<file path="src/rtl/cpri_tx_arb.sv">
// cpri_tx_arb
// Packet-level round-robin arbiter that shares the CPRI TX packager write port
// between NUM_SRC packet sources. One whole packet is granted at a time, and a
// grant is only issued while the packager reports at least MIN_FREE free slots.
// Each packet's length is checked against the type field carried in word 2.
// A packet that stalls for TIMEOUT cycles is aborted.
//
// Ports
//   wr_clk, wr_rst   clock, synchronous active-high reset
//   i_src_req        per-source packet request (level, held until granted)
//   i_src_vld/sop/eop per-source word qualifiers
//   i_src_data       per-source 64-bit data, source k at [64k+63:64k]
//   o_src_gnt        one-hot registered grant
//   i_free_size      free packet slots reported by the packager
//   o_vld/sop/eop    registered muxed stream to the packager
//   o_data           registered muxed data
//   o_gnt_id         index of the current or last granted source
//   o_busy           high while a packet or the post-packet gap is in progress
//   o_err_len        one-cycle pulse with o_eop when the length/type check fails
//   o_err_timeout    one-cycle pulse when a packet is aborted by the stall timer
module cpri_tx_arb #(
  parameter int NUM_SRC    = 4,
  parameter int MIN_FREE   = 1,
  parameter int GAP_CYCLES = 3,
  parameter int TIMEOUT    = 255,
  localparam int GW = (NUM_SRC > 1) ? $clog2(NUM_SRC) : 1
) (
  input  logic                    wr_clk,
  input  logic                    wr_rst,
  input  logic [NUM_SRC-1:0]      i_src_req,
  input  logic [NUM_SRC-1:0]      i_src_vld,
  input  logic [NUM_SRC-1:0]      i_src_sop,
  input  logic [NUM_SRC-1:0]      i_src_eop,
  input  logic [64*NUM_SRC-1:0]   i_src_data,
  output logic [NUM_SRC-1:0]      o_src_gnt,
  input  logic [3:0]              i_free_size,
  output logic                    o_vld,
  output logic                    o_sop,
  output logic                    o_eop,
  output logic [63:0]             o_data,
  output logic [GW-1:0]           o_gnt_id,
  output logic                    o_busy,
  output logic                    o_err_len,
  output logic                    o_err_timeout
);

  typedef enum logic [1:0] {IDLE, XFER, GAP} state_t;

  state_t        state;
  logic [GW-1:0] ptr;
  logic [6:0]    wcnt;
  logic [3:0]    pkt_type;
  logic          sop_err;
  logic [7:0]    stall_cnt;
  // Gap counter is 8 bits wide, so GAP_CYCLES is limited to 255.
  logic [7:0]    gap_cnt;

  logic [63:0]   src_data [NUM_SRC];
  logic [GW-1:0] win;
  logic          win_found;
  logic          sel_vld;
  logic          sel_sop;
  logic          sel_eop;
  logic [63:0]   sel_data;
  logic [3:0]    cur_type;
  logic [7:0]    exp_len;
  logic          len_bad;

  always_comb begin
    for (int k = 0; k < NUM_SRC; k++) begin
      src_data[k] = i_src_data[k*64 +: 64];
    end
  end

  // Round-robin search starting one past the last winner, so the source that
  // was just served has the lowest priority.
  always_comb begin
    int            idx;
    logic [GW-1:0] cand;
    idx       = 0;
    cand      = '0;
    win       = '0;
    win_found = 1'b0;
    for (int i = 1; i <= NUM_SRC; i++) begin
      idx  = (int'(ptr) + i) % NUM_SRC;
      cand = GW'(idx);
      if (!win_found && i_src_req[cand]) begin
        win_found = 1'b1;
        win       = cand;
      end
    end
  end

  // Only the granted source reaches the output mux; everyone else is ignored.
  always_comb begin
    sel_vld  = (state == XFER) && i_src_vld[o_gnt_id];
    sel_sop  = i_src_sop[o_gnt_id];
    sel_eop  = i_src_eop[o_gnt_id];
    sel_data = src_data[o_gnt_id];
  end

  // The type may arrive on the very word that carries eop (a 3-word packet),
  // so word 2's type is taken straight from the bus in that case.
  always_comb begin
    cur_type = (wcnt == 7'd2) ? sel_data[7:4] : pkt_type;
    case (cur_type)
      4'd1:    exp_len = 8'd56;
      4'd2:    exp_len = 8'd38;
      4'd3:    exp_len = 8'd86;
      4'd4:    exp_len = 8'd62;
      default: exp_len = 8'd0;
    endcase
    len_bad = (exp_len == 8'd0)
           || (({1'b0, wcnt} + 8'd1) != exp_len)
           || sop_err
           || (sel_sop && (wcnt != 7'd0));
  end

  always_ff @(posedge wr_clk) begin
    if (wr_rst) begin
      state         <= IDLE;
      ptr           <= GW'(NUM_SRC - 1);
      wcnt          <= '0;
      pkt_type      <= '0;
      sop_err       <= 1'b0;
      stall_cnt     <= '0;
      gap_cnt       <= '0;
      o_src_gnt     <= '0;
      o_vld         <= 1'b0;
      o_sop         <= 1'b0;
      o_eop         <= 1'b0;
      o_data        <= '0;
      o_gnt_id      <= '0;
      o_busy        <= 1'b0;
      o_err_len     <= 1'b0;
      o_err_timeout <= 1'b0;
    end else begin
      o_vld         <= 1'b0;
      o_sop         <= 1'b0;
      o_eop         <= 1'b0;
      o_err_len     <= 1'b0;
      o_err_timeout <= 1'b0;

      case (state)
        IDLE: begin
          if (win_found && (int'(i_free_size) >= MIN_FREE)) begin
            ptr       <= win;
            o_gnt_id  <= win;
            o_src_gnt <= NUM_SRC'(1) << win;
            o_busy    <= 1'b1;
            wcnt      <= '0;
            pkt_type  <= '0;
            sop_err   <= 1'b0;
            stall_cnt <= '0;
            state     <= XFER;
          end
        end

        XFER: begin
          if (sel_vld) begin
            o_vld     <= 1'b1;
            o_sop     <= sel_sop;
            o_eop     <= sel_eop;
            o_data    <= sel_data;
            stall_cnt <= '0;
            if (wcnt != 7'd127) begin
              wcnt <= wcnt + 7'd1;
            end
            if (wcnt == 7'd2) begin
              pkt_type <= sel_data[7:4];
            end
            // A misplaced sop is passed through but poisons this packet's eop.
            if (sel_sop && (wcnt != 7'd0)) begin
              sop_err <= 1'b1;
            end
            if (sel_eop) begin
              o_err_len <= len_bad;
              o_src_gnt <= '0;
              gap_cnt   <= '0;
              state     <= GAP;
            end
          end else if (stall_cnt == 8'(TIMEOUT)) begin
            // Abort without an eop; the packager is realigned by wr_rst.
            o_err_timeout <= 1'b1;
            o_src_gnt     <= '0;
            gap_cnt       <= '0;
            state         <= GAP;
          end else begin
            stall_cnt <= stall_cnt + 8'd1;
          end
        end

        GAP: begin
          // Gives the packager time to update i_free_size before re-arbitrating.
          if ((int'(gap_cnt) + 1) >= GAP_CYCLES) begin
            o_busy <= 1'b0;
            state  <= IDLE;
          end else begin
            gap_cnt <= gap_cnt + 8'd1;
          end
        end

        default: begin
          state <= IDLE;
        end
      endcase
    end
  end

endmodule

</file>
<file path="config.mk">
export PLATFORM = sky130hd
export DESIGN_NAME = cpri_tx_arb
export DESIGN_NICKNAME = d
export VERILOG_FILES = /design/src/rtl/cpri_tx_arb.sv
export SDC_FILE = /design/constraint.sdc
export NUM_CORES = 1
export LEC_CHECK = 0
export BUFFER_PORTS_ARGS = -buffer_cell sky130_fd_sc_hd__buf_2
export CAP_MARGIN = 20
export CORE_AREA = 2 2 138 140
export DETAILED_ROUTE_END_ITERATION = 10
export DIE_AREA = 0 0 140 142
export GPL_ROUTABILITY_DRIVEN = 0
export PLACE_DENSITY = 0.67
export SKIP_LAST_GASP = 1
export SLEW_MARGIN = 20
export SYNTH_ARGS = -nofsm -noshare
export SYNTH_HDL_FRONTEND = slang
export SYNTH_SLANG_ARGS = --single-unit
</file>
<file path="constraint.sdc">
create_clock -name wr_clk -period 4.66 [get_ports wr_clk]
set_input_delay 0.233 -clock wr_clk [delete_from_list [all_inputs] [get_ports wr_clk]]
set_output_delay 0.233 -clock wr_clk [all_outputs]
set_load 0.03 [all_outputs]
</file>
### Word level (Yosys, flattened, before mapping)

Index checks and enable logic that the tools add are counted.

* add/sub/neg operators: 9
* $lt $le $gt $ge: 8
* eq/ne operators: 19
* shift operators: 1
* mux-type cells: 63
* bitwise gates (word level): 4
* reductions and logical operators: 32

Operator list (number)
* binary-select mux 64 bit (select 2 bit): 1
* two-way mux 64 bit: 2
* two-way mux 8 bit: 7
* one-hot mux 8 bit (2 select lines): 2
* two-way mux 4 bit: 7
* one-hot mux 7 bit (4 select lines): 1
* two-way mux 7 bit: 3
* AND reduction 4 bit: 5
* two-way mux 1 bit: 18
* two-way mux 2 bit: 9
* adder 8 x 1 -> 8 bit (second input constant): 2
* one-hot mux 4 bit (2 select lines): 2
* < comparator 2 x 3 -> 1 bit (second input constant): 5
* binary-select mux 1 bit (select 2 bit): 7
* one-hot mux 7 bit (2 select lines): 1
* adder 8 x 1 -> 9 bit (second input constant): 1
* >= comparator 9 x 2 -> 1 bit (second input constant): 1
* AND reduction 3 bit: 3
* adder 7 x 1 -> 8 bit (second input constant): 1
* == test 4 x 2 -> 1 bit (second input constant): 2
* == test 8 bit (second input constant): 1
* logical NOT 8 bit: 1
* inequality test 2 bit (second input constant): 4
* inequality test 8 bit: 1
* 29 further kinds: 49

* register bits after elaboration: 108
* input bits: 278
* output and inout port bits: 76
* logic and storage cells: 152

### Depth between registers and ports, before layout

* word-level depth: 16
* depth in mapped cells: 8
* depth with buffers taken out: 8

### Worst setup path after synthesis

OpenSTA, ideal clock, no wires.

* kind: flip-flop to flip-flop
* start: register o_gnt_id[0]
* end: register o_err_len
* library setup time: 125 ps
* data arrival time: 2144 ps
* required time: 4535 ps
* setup slack: 2391 ps
* cell stages (with the launch flop): 9
* buffers on the path: 2
* clock period less this slack: 2269 ps
* cell sequence: dfxtp_1 buf_6 buf_6 mux4_2 nand3_1 nand2_1 nor3_1 nor2_1 o41a_1

* longest elaborated chain between the ends: 11
* elaborated cells on any way between the ends: 26
* classes of those cells: eq/ne (5); mux (11); bitwise (3); reduce/logical (7)

RTL lines
* start, declared: line 41 `output logic [GW-1:0] o_gnt_id,`
* start signal, assigned: line 148 `o_gnt_id <= win;`
* inverter 2 -> 3 bit (not written as such): line 99 `sel_data = src_data[o_gnt_id];`
* binary-select mux 64 bit (select 2 bit): line 99
* two-way mux 64 bit (not written as such) (2 in series): line 99
* two-way mux 4 bit
* == test 4 x 3 -> 1 bit (tied with other cells): line 106 `case (cur_type)`
* one-hot mux 7 bit (4 select lines): line 106
* inequality test 8 bit or logical NOT 8 bit (tied branches): line 114, 113
* logical OR 1 bit: line 114 `|| (({1'b0, wcnt} + 8'd1) != exp_len)`
* logical OR 1 bit: line 115 `|| sop_err`
* logical OR 1 bit: line 116 `|| (sel_sop && (wcnt != 7'd0));`
* end signal, assigned: line 177 `o_err_len <= len_bad;`
* end, declared: line 43 `output logic o_err_len,`

Parallel ways exist; a longest one is shown, timed or not. The select of a mux whose other input is x is not followed.
A chain may end at the register's enable or synchronous reset.

### Worst setup path in the final report

* start: register o_gnt_id[1]
* end: register wcnt[5]

* longest elaborated chain between the ends: 5

RTL lines
* binary-select mux 1 bit (select 2 bit): line 96 `sel_vld = (state == XFER) && i_src_vld[o_gnt_id];`
* two-way mux 1 bit (not written as such): line 96
* logical AND 1 bit: line 96
* inequality test 2 bit (no line)
* AND reduction 4 bit (no line)
* end signal, assigned: line 167 `wcnt <= wcnt + 7'd1;`
* end, declared: line 51 `logic [6:0] wcnt;`

Every way passes these cells. The select of a mux whose other input is x is not followed.

==> run_results.csv <==
group,metric,value,unit
critical_path,arrival,2.96,ns
critical_path,crit_fanout,41,
sta,fin_setup_tns,0,ns
logic_synthesis,synth.distinct_cells,48,
sta,max-slew-margin-rel,33.4,%
drt,viasPerCell,5.13,
grt,grt_pass1_vias,5825,
sta,worst_slew_pin_slew,0.995,ns
die,num_io_pins,354,
finish,syn_to_final_growth,35.8,%
placed_design,io_buffers,353,
clock_network,insertion_delay,0.35,ns
logic_synthesis,ys_warn_count,0,
logic_synthesis,syn-num-nets,936,
pwr,p_leak,3.61,nW
clock_network,post-cts-setup-buffers,0,
clock_network,postCtsHoldBufs,0,
grt,antenna_found_initial,0,
drt,via_count,6215,
clock_network,cts_tree,"yes",
die,core,18500,um2
drt,wl_per_cell,17.6,um
finish,final_util,44.7,%
die,die_area,19900,um2
logic_synthesis,syn_area,6070,um2
logic_synthesis,synthCells,652,
finish,diodes,0,
grt,grt_pass1_wl,31200,um
logic_synthesis,yosysSeqAreaShare,35.6,%
sta,min_period,2.73,ns
clock_network,clk_path_buf_depth,2,
critical_path,cp-end-kind,"flop",
grt,grt_max_degree,56,
clock_network,clkSinkCount,108,
clock_network,clockRootBuffer,"clkbuf_16",
die,die_h,142,um
sta,slew_viol_final,0,
finish,layout-drive-gt1-share,46.0,%
sta,setup-violations-final,0,
sta,fin_skew,0.00907,ns
sta,min_period_over_period,58.5,%
critical_path,critical_path_class,"reg2reg",
clock_network,path_clk_slew,0.08,ns
grt,gr-total-overflow,0,
worst_hold_path,whs_path_depth,4,
drt,firstDrtPassIters,10,
finish,mostFrequentLayoutCells,"352 x buf_2, 147 x nand2_1, 106 x dfxtp_1, 90 x a21oi_1, 67 x mux4_2",
logic_synthesis,ys_seq_elements,108,
sta,max_freq,367,MHz
logic_synthesis,synth_edf_count,0,
logic_synthesis,synth_ff_type,"dfxtp_1",
die,num_rows,50,
critical_path,critPathLaunchType,"flop",
clock_network,cts-buffers-inserted,9,
run,maxCapViolCount,0,
finish,layout_commonest_cell,"buf_2",
sta,hold_violations,0,
drt,drtIter0Drc,456,
critical_path,r2r_end,"wcnt[5]",
logic_synthesis,syn-mean-instance-area,9.32,um2
drt,route.detailed.drc,14,
sta,rsz0062_at_grt,"false",
worst_hold_path,hold_end,"o_data[13]",
logic_synthesis,synth-async-reset-ratio,0,%
worst_hold_path,hold_start,"i_src_data[141]",
die,die_w,140,um
outcome,status,"finished with violations",
sta,whs,0.341,ns
critical_path,r2r_setup_slack,1.93,ns
grt,grt_usage,20.3,%
critical_path,required,4.89,ns
finish,fin_nets,1258,
pwr,powerDensity,357,nW/um2
die,initial_core_util,32.9,%
worst_hold_path,hp-class,"in2reg",
critical_path,rr_worst_depth,6,
clock_network,post_cts_resized,0,
drt,postRouteAntennaNets,0,
placed_design,dp_hpwl,16900,um
outcome,violations,"design-rule violations",
critical_path,r2r_start,"o_gnt_id[1]",
pwr,ir_drop,0.157,mV
clock_network,htreeDepth,3,
drt,wl,21400,um
cell usage after synthesis, drive strengths merged (6+ instances only):
| master | n | area share (%) |
|---|---|---|
| a21oi | 91 | 7.6 |
| and2 | 14 | 1.4 |
| buf | 23 | 2.1 |
| clkbuf | 26 | 1.6 |
| dfxtp | 108 | 36 |
| ha | 6 | 1.2 |
| inv | 11 | 0.68 |
| mux4 | 67 | 25 |
| nand2 | 148 | 9.1 |
| nand3 | 10 | 0.82 |
| nor2 | 44 | 2.7 |
| nor3 | 6 | 0.49 |
| o21ai | 15 | 1.2 |
| or3 | 6 | 0.62 |
| xnor2 | 6 | 0.87 |
routing by layer:
layer	vias up	global-route usage, %	wire length [um]	part of all wire, %
li1	3005	-	-	-
met1	2919	26.9	8920	42
met2	266	33.8	10600	50
met3	25	4.68	1470	6.9
met4	0	5.26	362	1.7
met5	-	0	0	0
through the flow:
stage / total power, mW / cell area, um2 / setup slack [ns] / std cells
5_1_grt: 3.10 / 8250 / 1.71 / 1212
2_1_floorplan: 1.88 / 6070 / 2.39 / 652
6_report: 2.94 / 8250 / 1.93 / 1212
4_1_cts: 2.98 / 8250 / 1.89 / 1212
3_3_place_gp: 2.23 / 7980 / 1.96 / 1197
3_5_place_dp: 2.24 / 7980 / 1.89 / 1197
where the power goes:
part	leakage [nW]	internal [mW]	switching, mW
sequential	0.879	1.01	0.0878
combinational	2.60	0.480	0.622
clock	0.138	0.367	0.372
total	3.61	1.86	1.08
worst max-delay path, cell delays in order, from the launching register on:
cell and delay, ns:
dfxtp_4 0.65, mux4_2 0.35, and2_2 0.57, buf_4 0.51, a21oi_2 0.18, o21ai_0 0.21
a21oi_1 0.08
registers in the layout (all words and copies together) (netlist names):
register       flops
sop_err            1
state              2
pkt_type           4
ptr                2
wcnt               7
o_vld              1
o_data            64
o_src_gnt          4
o_sop              1
gap_cnt            8
o_eop              1
stall_cnt          8
o_gnt_id           2
o_busy             1
o_err_timeout      1
o_err_len          1
cell type report:
| cell class | count | area [um2] |
|---|---|---|
| clock inverter | 6 | 45.0 |
| multi-input combinational | 484 | 3650 |
| clock buffer | 9 | 225 |
| tap | 234 | 293 |
| sequential | 108 | 2170 |
| inverter | 11 | 41.3 |
| fill | 1821 | 10200 |
| timing repair buffer | 360 | 1820 |
worst max-delay path by stage:
stage,startpoint,end,slack [ns],cells after the start
global placement,o_gnt_id[1],wcnt[1],1.96,6
CTS,o_gnt_id[1],wcnt[4],1.89,6
finish,o_gnt_id[1],wcnt[5],1.93,6
detailed placement,o_gnt_id[1],wcnt[4],1.89,6
global route,o_gnt_id[1],wcnt[4],1.71,6
floorplan,o_gnt_id[0],o_err_len,2.39,8
cell families (layout without fill, tap and decap cells):
kind of cell | Yosys count | in the layout | synth area share [%]
xor+xnor | 11 | 11 | 1.59
flops | 108 | 108 | 35.6
fa+ha+maj | 6 | 6 | 1.24
compound gates | 130 | 130 | 12.0
mux | 72 | 72 | 25.7
buf+inv | 60 | 386 | 4.35
simple gates | 265 | 265 | 19.6
Note: power is estimated with default switching activity, not from simulation.
